$ cat config.mk
export PLATFORM = sky130hd
export DESIGN_NAME = inv_mix_columns_iter_flat
export DESIGN_NICKNAME = d
export VERILOG_FILES = /design/src/rtl/inv_mix_columns_iter_pkg.sv /design/src/rtl/inv_mix_columns_iter_if.sv /design/src/rtl/inv_mix_columns_iter_single_column.sv /design/src/rtl/inv_mix_columns_iter.sv /design/src/flat_wrapper.sv
export SDC_FILE = /design/constraint.sdc
export NUM_CORES = 1
export LEC_CHECK = 0
export CAP_MARGIN = 0
export CORE_MARGIN = 8
export CORE_UTILIZATION = 44
export DETAILED_ROUTE_END_ITERATION = 10
export GPL_ROUTABILITY_DRIVEN = 0
export PLACE_DENSITY = 0.78
export SLEW_MARGIN = 10
export SYNTH_ARGS = -nofsm -noshare
export SYNTH_HDL_FRONTEND = slang
export SYNTH_SLANG_ARGS = --single-unit
$ cat constraint.sdc
create_clock -name clk -period 4.46 [get_ports clk]
set_clock_uncertainty 0.2 [all_clocks]
set_input_delay 0.669 -clock clk [delete_from_list [all_inputs] [get_ports clk]]
set_output_delay 0.669 -clock clk [all_outputs]
set_load 0.02 [all_outputs]
$ cat src/rtl/inv_mix_columns_iter_pkg.sv
// Shared types and GF(2^8) helpers for the iterative AES InvMixColumns stage.
package inv_mix_columns_iter_pkg;

  localparam int STATE_W = 128;
  localparam int COL_W   = 32;

  localparam logic [7:0] GF_POLY = 8'h1B;

  typedef enum logic [1:0] {
    IDLE = 2'd0,
    RUN  = 2'd1,
    DONE = 2'd2
  } state_e;

  // Multiply by x modulo x^8+x^4+x^3+x+1.
  function automatic logic [7:0] xtime(input logic [7:0] b);
    return {b[6:0], 1'b0} ^ (b[7] ? GF_POLY : 8'h00);
  endfunction

  function automatic logic [7:0] gf_mul9(input logic [7:0] b);
    logic [7:0] x8;
    x8 = xtime(xtime(xtime(b)));
    return x8 ^ b;
  endfunction

  function automatic logic [7:0] gf_mulb(input logic [7:0] b);
    logic [7:0] x2, x8;
    x2 = xtime(b);
    x8 = xtime(xtime(x2));
    return x8 ^ x2 ^ b;
  endfunction

  function automatic logic [7:0] gf_muld(input logic [7:0] b);
    logic [7:0] x4, x8;
    x4 = xtime(xtime(b));
    x8 = xtime(x4);
    return x8 ^ x4 ^ b;
  endfunction

  function automatic logic [7:0] gf_mule(input logic [7:0] b);
    logic [7:0] x2, x4, x8;
    x2 = xtime(b);
    x4 = xtime(x2);
    x8 = xtime(x4);
    return x8 ^ x4 ^ x2;
  endfunction

endpackage

$ cat src/rtl/inv_mix_columns_iter_if.sv
// Handshake bundle for inv_mix_columns_iter; the bypass signal exists only with INV_MIX_BYPASS_EN.
// Valid/ready: a transfer happens on a rising edge where valid and ready are both high;
// the producer holds valid and data steady until that edge.
interface inv_mix_columns_iter_if;
  import inv_mix_columns_iter_pkg::*;

  logic               in_valid;
  logic               in_ready;
  logic [STATE_W-1:0] data_in;
  logic               out_valid;
  logic               out_ready;
  logic [STATE_W-1:0] data_out;
  logic               busy;
  state_e             dbg_state;
`ifdef INV_MIX_BYPASS_EN
  logic               bypass;

  modport slave (
    input  in_valid, data_in, out_ready, bypass,
    output in_ready, out_valid, data_out, busy, dbg_state
  );
  modport master (
    output in_valid, data_in, out_ready, bypass,
    input  in_ready, out_valid, data_out, busy, dbg_state
  );
`else
  modport slave (
    input  in_valid, data_in, out_ready,
    output in_ready, out_valid, data_out, busy, dbg_state
  );
  modport master (
    output in_valid, data_in, out_ready,
    input  in_ready, out_valid, data_out, busy, dbg_state
  );
`endif
endinterface

$ cat src/rtl/inv_mix_columns_iter_single_column.sv
// Combinational InvMixColumns of one 32-bit column; row r lives in byte [8r+7:8r].
module inv_mix_single_column
  import inv_mix_columns_iter_pkg::*;
(
  input  logic [COL_W-1:0] col_i,
  output logic [COL_W-1:0] col_o
);

  logic [7:0] b0, b1, b2, b3;

  assign b0 = col_i[7:0];
  assign b1 = col_i[15:8];
  assign b2 = col_i[23:16];
  assign b3 = col_i[31:24];

  assign col_o[7:0]   = gf_mule(b0) ^ gf_mulb(b1) ^ gf_muld(b2) ^ gf_mul9(b3);
  assign col_o[15:8]  = gf_mul9(b0) ^ gf_mule(b1) ^ gf_mulb(b2) ^ gf_muld(b3);
  assign col_o[23:16] = gf_muld(b0) ^ gf_mul9(b1) ^ gf_mule(b2) ^ gf_mulb(b3);
  assign col_o[31:24] = gf_mulb(b0) ^ gf_muld(b1) ^ gf_mul9(b2) ^ gf_mule(b3);

endmodule

$ cat src/rtl/inv_mix_columns_iter.sv
// Iterative AES InvMixColumns: one column per cycle through a shared multiplier.
// Optional INV_MIX_BYPASS_EN adds a bypass input that skips the transform (final round).
module inv_mix_columns_iter
  import inv_mix_columns_iter_pkg::*;
#(
  parameter int NCOL = 4
) (
  input  logic                  clk,
  input  logic                  rst,
  inv_mix_columns_iter_if.slave bus
);

  localparam int CW = (NCOL > 1) ? $clog2(NCOL) : 1;

  state_e             state_q, state_d;
  logic [CW-1:0]      col_q, col_d;
  logic [STATE_W-1:0] work_q, work_d;
  logic [COL_W-1:0]   col_in, col_out;
  logic               go_run;

  assign col_in = work_q[col_q*COL_W +: COL_W];

  inv_mix_single_column u_col (
    .col_i (col_in),
    .col_o (col_out)
  );

`ifdef INV_MIX_BYPASS_EN
  assign go_run = !bus.bypass;
`else
  assign go_run = 1'b1;
`endif

  always_ff @(posedge clk or posedge rst) begin
    if (rst) begin
      state_q <= IDLE;
      col_q   <= '0;
      work_q  <= '0;
    end else begin
      state_q <= state_d;
      col_q   <= col_d;
      work_q  <= work_d;
    end
  end

  always_comb begin
    state_d = state_q;
    col_d   = col_q;
    work_d  = work_q;
    case (state_q)
      IDLE: begin
        if (bus.in_valid) begin
          work_d  = bus.data_in;
          col_d   = '0;
          state_d = go_run ? RUN : DONE;
        end
      end
      RUN: begin
        // Result overwrites its own column; later columns are still untouched input.
        work_d[col_q*COL_W +: COL_W] = col_out;
        if (col_q == CW'(NCOL - 1)) begin
          col_d   = '0;
          state_d = DONE;
        end else begin
          col_d = col_q + 1'b1;
        end
      end
      DONE: begin
        if (bus.out_ready) state_d = IDLE;
      end
      default: state_d = IDLE;
    endcase
  end

  assign bus.in_ready  = (state_q == IDLE) && !rst;
  assign bus.out_valid = (state_q == DONE);
  assign bus.busy      = (state_q == RUN);
  assign bus.data_out  = work_q;
  assign bus.dbg_state = state_q;

endmodule

$ cat src/flat_wrapper.sv
// flat-port wrapper written by rule: the top's interface ports become plain ports
module inv_mix_columns_iter_flat import inv_mix_columns_iter_pkg::*;
#(
  parameter int NCOL = 4
)
  (clk, rst, bus_in_valid, bus_data_in, bus_out_ready, bus_in_ready, bus_out_valid, bus_data_out, bus_busy, bus_dbg_state);
  inv_mix_columns_iter_if bus_i ();
  input  logic clk;
  input  logic rst;
  input wire logic [$bits(bus_i.in_valid)-1:0] bus_in_valid;
  input wire logic [$bits(bus_i.data_in)-1:0] bus_data_in;
  input wire logic [$bits(bus_i.out_ready)-1:0] bus_out_ready;
  output wire logic [$bits(bus_i.in_ready)-1:0] bus_in_ready;
  output wire logic [$bits(bus_i.out_valid)-1:0] bus_out_valid;
  output wire logic [$bits(bus_i.data_out)-1:0] bus_data_out;
  output wire logic [$bits(bus_i.busy)-1:0] bus_busy;
  output wire logic [$bits(bus_i.dbg_state)-1:0] bus_dbg_state;
  assign bus_i.in_valid = bus_in_valid;
  assign bus_i.data_in = bus_data_in;
  assign bus_i.out_ready = bus_out_ready;
  assign bus_in_ready = bus_i.in_ready;
  assign bus_out_valid = bus_i.out_valid;
  assign bus_data_out = bus_i.data_out;
  assign bus_busy = bus_i.busy;
  assign bus_dbg_state = bus_i.dbg_state;
  inv_mix_columns_iter #(.NCOL(NCOL)) u_core (.clk(clk), .rst(rst), .bus(bus_i));
endmodule
* Yosys cells after proc, flatten, opt, wreduce, memory -nomap -nowiden
Cells that the tools add are included.
** Operators by class
- Add/subtract/negate cells :: 2
- Mux-type cells :: 22
- Eq/ne operators :: 6
- Reductions and logical operators :: 6
- Bitwise logic cells :: 48
- Shift operators :: 3
** Operator list (count)
- $xor A8 B8 Y8 :: 39
- $pmux W128 S2 :: 1
- $bwmux W128 :: 1
- $mux W128 :: 1
- $shift A32 B34 Y128 const A :: 1
- $shiftx A128 B8 Y32 :: 1
- $shiftx A32 B34 Y128 :: 1
- $xor A8 B5 Y8 :: 9
- $mux W5 :: 12
- $neg A7 Y34 :: 1
- $mux W2 :: 5
- $pmux W2 S3 :: 1
- $eq A2 B2 Y1 const B :: 2
- $ne A2 B2 Y1 const B :: 2
- $pmux W2 S2 :: 1
- $reduce_and A3 Y1 :: 1
- $add A2 B1 Y2 const B :: 1
- $eq A2 B1 Y1 const B :: 1
- $logic_not A2 Y1 :: 1
- $ne A2 B1 Y1 const B :: 1
- $reduce_and A2 Y1 :: 1
- $reduce_bool A2 Y1 :: 1
- $logic_and A1 B1 Y1 :: 1
- $logic_not A1 Y1 :: 1
** Storage, ports and cells
- Input bits :: 132
- Output and inout bits :: 133
- Word-level logic and storage cells :: 90
- Register bits :: 132

* Logic depth before layout (Yosys ltp)
Gate-level depths: netlist of run 1.
- Word-level depth :: 15
- Gate-level depth with buffers :: 12
- Mapped depth without buffers :: 7

* Modules after synthesis
A second synthesis of run 1 with hierarchy kept.
** Second synthesis, totals
- Cell total of the unflattened synthesis :: 858
- Area, all modules :: 9799.4 sq um
** Modules (own cells, without submodules)
- inv_mix_columns_iter :: instances 1, cells an instance 645, area an instance 7549.7 sq um, sequential area each 3303.2 sq um
- inv_mix_single_column :: instances 1, cells an instance 213, area an instance 2249.7 sq um, sequential area each 0.0 sq um

* Least setup slack after synthesis of run 1
No wires, ideal clock.
- Kind :: register -> register
- Start point :: register u_core.col_q[0]
- End point :: register u_core.work_q[108] (netlist: u_core.bus.data_out[108])
- Arrival :: 2.992 ns
- Library setup time :: 0.137 ns
- Setup slack :: 1.131 ns
- Path buffers :: 2
- Data required time :: 4.123 ns
- Period minus slack after synthesis :: 3.329 ns
- Cell stages (with the launch flop) :: 10
- Path through :: dfrtp_1 buf_6 buf_6 mux4_2 xnor2_1 xnor3_1 xnor3_2 xnor2_2 a22oi_1 a21oi_1
** On the way
- Cells in the longest elaborated chain, start to end :: 13
- Elaborated cells between the ends (all ways) :: 66
- Those cells by class :: 1 x add/sub; 3 x shift; 14 x mux; 48 x bitwise
** Ends and longest elaborated chain
- from (decl) :: line inv_mix_columns_iter.sv:16 : logic [CW-1:0] col_q, col_d;
- from (signal assigned) :: line inv_mix_columns_iter.sv:41 : col_q <= col_d;
- $shiftx A128 B8 Y32 :: line inv_mix_columns_iter.sv:21 : assign col_in = work_q[col_q*COL_W +: COL_W];
- $xor A8 B8 Y8, or another cell as far along :: line inv_mix_columns_iter_pkg.sv:17 : return {b[6:0], 1'b0} ^ (b[7] ? GF_POLY : 8'h00);
- $xor A8 B5 Y8, or another cell as far along :: line inv_mix_columns_iter_pkg.sv:17
- $mux W5 / $xor A8 B5 Y8 (equally long branches) :: line inv_mix_columns_iter_pkg.sv:17
- $xor A8 B8 Y8 / $xor A8 B5 Y8 (equally long branches) :: line inv_mix_columns_iter_pkg.sv:17
- $xor A8 B8 Y8 (on tied branches) :: line inv_mix_columns_iter_pkg.sv:37, inv_mix_columns_iter_pkg.sv:30, inv_mix_columns_iter_pkg.sv:45
- $xor A8 B8 Y8 (on tied branches) :: line inv_mix_columns_iter_pkg.sv:45, inv_mix_columns_iter_pkg.sv:30, inv_mix_columns_iter_pkg.sv:37
- $xor A8 B8 Y8 (on tied branches) (3 in series)
- $shiftx A32 B34 Y128 :: line inv_mix_columns_iter.sv:60 : work_d[col_q*COL_W +: COL_W] = col_out;
- $bwmux W128 (*) :: line inv_mix_columns_iter.sv:60
- $pmux W128 S2 (*) :: line inv_mix_columns_iter.sv:50 : case (state_q)
- to (signal assigned) :: line inv_mix_columns_iter.sv:42 : work_q <= work_d;
- to (decl) :: line inv_mix_columns_iter.sv:17 : logic [STATE_W-1:0] work_q, work_d;
Every way passes the cells marked *; elsewhere a longest branch is shown, timed or not.
A chain may end at the register's enable or synchronous reset.

* Worst setup path after layout of run 1
- Start point :: register u_core.col_q[0]
- End point :: register u_core.work_q[37] (netlist: u_core.bus.data_out[37])
Same word-level chain as after synthesis.

==> impl_metrics.tcl, run 1 <==
set metrics [dict create \
    status "complete, no violations" \
    cp_common_cell "xnor2_1" \
    synthArstFlopShare_pct 100.0 \
    root_buffer "clkbuf_16" \
    hold_path_depth 1 \
    critPathLaunchType "flip-flop" \
    rsz0062_at_grt "false" \
    grt.total_usage_pct 27.40 \
    yosys_warnings 0 \
    clock_sinks 132 \
    period_share_pct 90.31 \
    ys_seq_area_share_pct 37.14 \
    clock_latency_ps 440 \
    grt_max_degree 89 \
    synth.largest_area_cell "dfrtp_1" \
    hold_buffers 0 \
    max_freq_mhz 248.3 \
    rrSetupSlack_ps 430 \
    die_height_um 158.2 \
    maxCapViolCount 0 \
    finalSetupViolCount 0 \
    htree_levels 4 \
    drc 0 \
    detailed_place_hpwl_mm 25.20 \
    vias_per_cell 6.046 \
    antenna_found_initial 0 \
    fin_util_pct 61.84 \
    fin_nets 1215 \
    grt_pass1_wl_mm 51.10 \
    drive_above_1_share_pct 10.35 \
    yosysTopAreaCellShare_pct 37.14 \
    tightest_slew_ps 992.9 \
    hold_start "u_core.bus.data_out[51]" \
    r2r-end "u_core.bus.data_out[37]" \
    hold_path.class "reg -> reg" \
    max_stage_delay_ps 690 \
    min_period_ps 4028 \
    first_pass_iters 5 \
    synth_edf_count 0 \
    cts_setup_buffers 0 \
    use_met1_pct 33.10 \
    slew_viol_final 0 \
    post_cts_resize_count 0 \
    gr-max-usage-layer "met2" \
    die-area_mm2 0.02502 \
    drt_iter0_markers 999 \
    fp.coreArea_mm2 0.02004 \
    synthTopCellsByArea "dfrtp_1 (37%), xnor2_1 (12%), a22oi_1 (8.8%)" \
    avgSynthCellArea_um2 10.45 \
    tns_ps 0 \
    synth_nets 987 \
    start_util_pct 44.39 \
    path_clk_slew_ps 60 \
    ios 265 \
    syn-cell-area_mm2 0.008895 \
    synthFlopType "dfrtp_1" \
    cts_tree "built" \
    synth.distinct_cells 36 \
    grt_pass1_vias 8399 \
    port-buffer-count 264 \
    use_met2_pct 45.56 \
    insertedDiodeCount 0 \
    post-synth-top-count-cell "dfrtp_1" \
    cts.path.max_buffers 2 \
    min_to "u_core.bus.data_out[51]" \
    vias 8234 \
    synth-seq-cells 132 \
    crit_fanout 18 \
    die_x_um 158.2 \
    grt_use_met3_pct 6.716 \
    relSlewSlack_pct 33.81 \
    cp-end-kind "flip-flop" \
    synthTopCellsByCount "dfrtp_1 (132), a21oi_1 (125), nor2_1 (121), xnor2_1 (121), a22oi_1 (104)" \
    cts_inserted_buffers 17 \
    crit_arrival_ps 4190 \
    r2r-start "u_core.col_q[0]" \
    worstPathRequired_ps 4620 \
    postRouteAntennaNets 0 \
    path_class "reg -> reg" \
    reg2regPathDepth 8 \
    rows 52 \
    wl_per_cell_um 25.43 \
    area_growth_pct 39.33 \
    synth_cells 851 \
    finalHoldViolations 0 \
    cp_slowest_cell "mux4_2" \
    wl_mm 34.64 \
    gr-total-overflow 0 \
    critical_path.cell_chain "buf_4 -> mux4_2 -> xnor2_1 -> xnor3_1 -> xor2_1 -> xnor2_1 -> a22oi_1 -> a21oi_1" \
]
==> layer usage <==
metal  part of all wire (%)  vias up
met5                      0        -
met4                    3.9        0
met3                    9.5       99
met2                     50      537
met1                     37     4089
li1                       -     3509
==> worst max-delay path: cells and delay by family, from the launching register on <==
family	cells	cell delay, ps
buffers and inverters	1	380
DFF	1	680
xor gates and xnor gates	4	1640
AOI/OAI and AO/OA	2	330
muxes	1	690
==> layout by cell type (no fill, tap or decap), types with 2 or more instances in the layout <==
| cell type | count |
|---|---|
| o211ai_1 | 4 |
| dfrtp_2 | 2 |
| inv_1 | 8 |
| o221ai_1 | 4 |
| a21oi_4 | 4 |
| a2bb2oi_1 | 16 |
| xor2_1 | 26 |
| clkbuf_16 | 17 |
| xor3_1 | 2 |
| dfrtp_1 | 130 |
| clkinvlp_4 | 2 |
| xnor2_1 | 121 |
| clkinv_4 | 2 |
| xnor3_1 | 19 |
| nor2_1 | 121 |
| ha_1 | 4 |
| buf_12 | 2 |
| clkdlybuf4s50_1 | 264 |
| a22oi_1 | 104 |
| mux4_2 | 31 |
| a21oi_1 | 121 |
| o21a_1 | 4 |
| nand3_1 | 7 |
| xnor3_2 | 6 |
| bufinv_16 | 3 |
| a22o_1 | 2 |
| nand2b_1 | 2 |
| xnor2_2 | 13 |
| inv_6 | 5 |
| nand2_1 | 10 |
| xor2_2 | 3 |
| and3_1 | 3 |
| buf_4 | 17 |
| clkbuf_8 | 2 |
==> final cells by class <==
cell class                      count  area [µm²]
Clock buffer                       19       452.9
Clock inverter                     13       171.4
Fill cell                        1639        7646
Inverter                            9       36.28
Multi-Input combinational cell    636        5279
Sequential cell                   132        3306
Tap cell                          270       337.8
Timing Repair Buffer              283        2810
==> kinds of logic after synthesis <==
group / count (synthesis) / synth area share (%)
and+or+nand+nor: 149 / 6.780
AOI/OAI and AO/OA: 261 / 18.82
adders and majority gates: 4 / 0.5627
DFF: 132 / 37.14
buffers and inverters: 83 / 4.206
xor gates and xnor gates: 190 / 24.35
muxes: 32 / 8.145
==> worst max path at each step <==
stage | start | to | slack, ps
after floorplan | rst | u_core.bus.data_out[0] | 60
after global placement | u_core.col_q[0] | u_core.bus.data_out[27] | 520
final | u_core.col_q[0] | u_core.bus.data_out[37] | 430
after global routing | u_core.col_q[0] | u_core.bus.data_out[3] | 250
after detailed placement | u_core.col_q[0] | u_core.bus.data_out[37] | 460
after CTS | u_core.col_q[0] | u_core.bus.data_out[37] | 440
==> sequential cells by signal (all words and copies together) (netlist names) <==
| register | flops |
|---|---|
| u_core.bus.dbg_state | 2 |
| u_core.bus.data_out | 128 |
| u_core.col_q | 2 |
==> stage by stage <==
stage / worst slack [ps] / std cells / instance area (µm²) / hold WS [ps]
after floorplan: 64.95 / 851 / 8895 / 423.0
after global placement: 518.2 / 1330 / 11770 / 307.2
after detailed placement: 457.8 / 1330 / 11770 / 308.7
after CTS: 440.6 / 1362 / 12390 / 331.4
after global routing: 252.0 / 1362 / 12390 / 351.3
final: 432.1 / 1362 / 12390 / 330.7
Power of run 1 is left out: the tool's default activity adds up to more than one toggle a clock period on the data nets, which glitch-free logic cannot reach.
==> inputs of run 2 (changes only) <==
==> constraint.sdc (replaced) <==
create_clock -name clk -period 4.46 [get_ports clk]
set_clock_uncertainty 0.2 [all_clocks]
set_input_delay 0.669 -clock clk [delete_from_list [all_inputs] [get_ports clk]]
set_output_delay 0.669 -clock clk [all_outputs]
set_load 0.1 [all_outputs]
==> impl_metrics.tcl, run 2 (same netlist as run 1, synthesis figures left out) <==
set metrics [dict create \
    status "complete, no violations" \
    wl_mm 34.51 \
    r2r-start "u_core.col_q[0]" \
    multi_input_area_mm2 0.005279 \
    area_growth_pct 39.54 \
    cts_inserted_buffers 17 \
    cp-end-kind "flip-flop" \
    root_buffer "clkbuf_16" \
    drt_iter0_markers 998 \
    grt_pass1_wl_mm 51.20 \
    path_depth 8 \
    cts_setup_buffers 0 \
    hold_path.class "reg -> reg" \
    startpoint "u_core.col_q[0]" \
    layout_common_cells "clkdlybuf4s50_1 (262), dfrtp_1 (130), xnor2_1 (121), nor2_1 (121), a21oi_1 (121)" \
    clock_latency_ps 430 \
    start_util_pct 44.39 \
    worstPathRequired_ps 4600 \
    detailed_place_hpwl_mm 25.25 \
    die_x_um 158.2 \
    die_height_um 158.2 \
    cp_slowest_cell "mux4_2" \
    max_stage_delay_ps 700 \
    critPathCapture "u_core.bus.data_out[5]" \
    grt_pass1_vias 8432 \
    fill_cells 1655 \
    finalHoldViolations 0 \
    die-area_mm2 0.02502 \
    critPathLaunchType "flip-flop" \
    drive_above_1_share_pct 10.36 \
    wl_per_cell_um 25.36 \
    period_share_pct 93.39 \
    path_clk_slew_ps 60 \
    dpl_cell_area_mm2 0.01176 \
    rrSetupSlack_ps 300 \
    cp_common_cell "xnor2_1" \
    holdWs_ps 323.2 \
    max_freq_mhz 240.1 \
    final_common_cell "clkdlybuf4s50_1" \
    critical_path.cell_chain "buf_4 -> mux4_2 -> xnor2_1 -> xnor3_1 -> xor2_1 -> xnor2_1 -> a22oi_1 -> a21oi_1" \
    critical-path-top-delay-family "XOR/XNOR gates" \
    finalSetupViolCount 0 \
    gr-total-overflow 0 \
    first_pass_iters 6 \
    grt_max_degree 88 \
    clock_sinks 132 \
    maxCapViolCount 0 \
    regArea_mm2 0.003306 \
    crit_fanout 17 \
    port-buffer-count 264 \
    tns_ps 0 \
    tightest_slew_ps 1050 \
    rows 52 \
    cts.path.max_buffers 2 \
    htree_levels 4 \
    min_period_ps 4165 \
    vias 8235 \
    grt.total_usage_pct 27.53 \
    relSlewSlack_pct 29.75 \
    drc 0 \
    cts_tree "built" \
    antenna_found_initial 0 \
    reg2regPathDepth 8 \
    post_cts_resize_count 0 \
    crit_arrival_ps 4310 \
    hold_buffers 0 \
    fin_nets 1215 \
    ios 265 \
    largest_reg_flops 128 \
    rsz0062_at_grt "false" \
    r2r-end "u_core.bus.data_out[5]" \
    postRouteAntennaNets 0 \
    vias_per_cell 6.051 \
    insertedDiodeCount 0 \
    slew_viol_final 0 \
    cp.buffers_inverters 1 \
    postLayoutCellArea_mm2 0.01241 \
    path_class "reg -> reg" \
    fp.coreArea_mm2 0.02004 \
]
-- run 2: metal layers --
metal	track usage (%)	part of all wire, %	vias to the layer above	wire length, µm
met1	34.15	37	4107	12850
met3	6.907	9.8	91	3373
met4	12.30	3.7	0	1287
li1	-	-	3509	-
met5	0	0	-	0
met2	44.66	49	528	17000
-- run 2: how the worst min path moves through the flow --
stage	start	to	slack, ps	cells past startpoint
6_report	u_core.bus.data_out[51]	u_core.bus.data_out[51]	320	1
5_1_grt	u_core.bus.data_out[19]	u_core.bus.data_out[19]	340	1
4_1_cts	u_core.bus.data_out[51]	u_core.bus.data_out[51]	330	1
3_5_place_dp	u_core.bus.data_out[19]	u_core.bus.data_out[19]	310	1
3_3_place_gp	u_core.bus.data_out[51]	u_core.bus.data_out[51]	300	1
2_1_floorplan	u_core.col_q[1]	u_core.col_q[0]	480	2
-- run 2: layout make-up --
type / instances / area share [%]
clock buffers: 19 / 3.569
clock inverters: 12 / 1.653
flip-flops and latches: 132 / 26.63
multi-input cells: 636 / 42.53
well taps: 270 / 2.722
repair buffers: 283 / 22.60
inverters: 9 / 0.2923
-- run 2: stage by stage --
| step | utilization (%) | instances | worst slack (ps) |
|---|---|---|---|
| global placement | 58.70 | 1330 | 532.7 |
| floorplan | - | 851 | 64.95 |
| detailed placement | 58.70 | 1330 | 455.9 |
| global route | 61.94 | 1361 | 137.1 |
| finish | 61.94 | 1361 | 295.0 |
| CTS | 61.94 | 1361 | 322.1 |
-- run 2: worst reg2reg max path, cell delays in order, from the launching register on --
cell and delay, ps:
dfrtp_2 680, buf_4 370, mux4_2 710, xnor2_1 430, xnor3_1 580, xor2_1 200, xnor2_1 460, a22oi_1 190
a21oi_1 260
Power of run 2 is left out for the same reason.
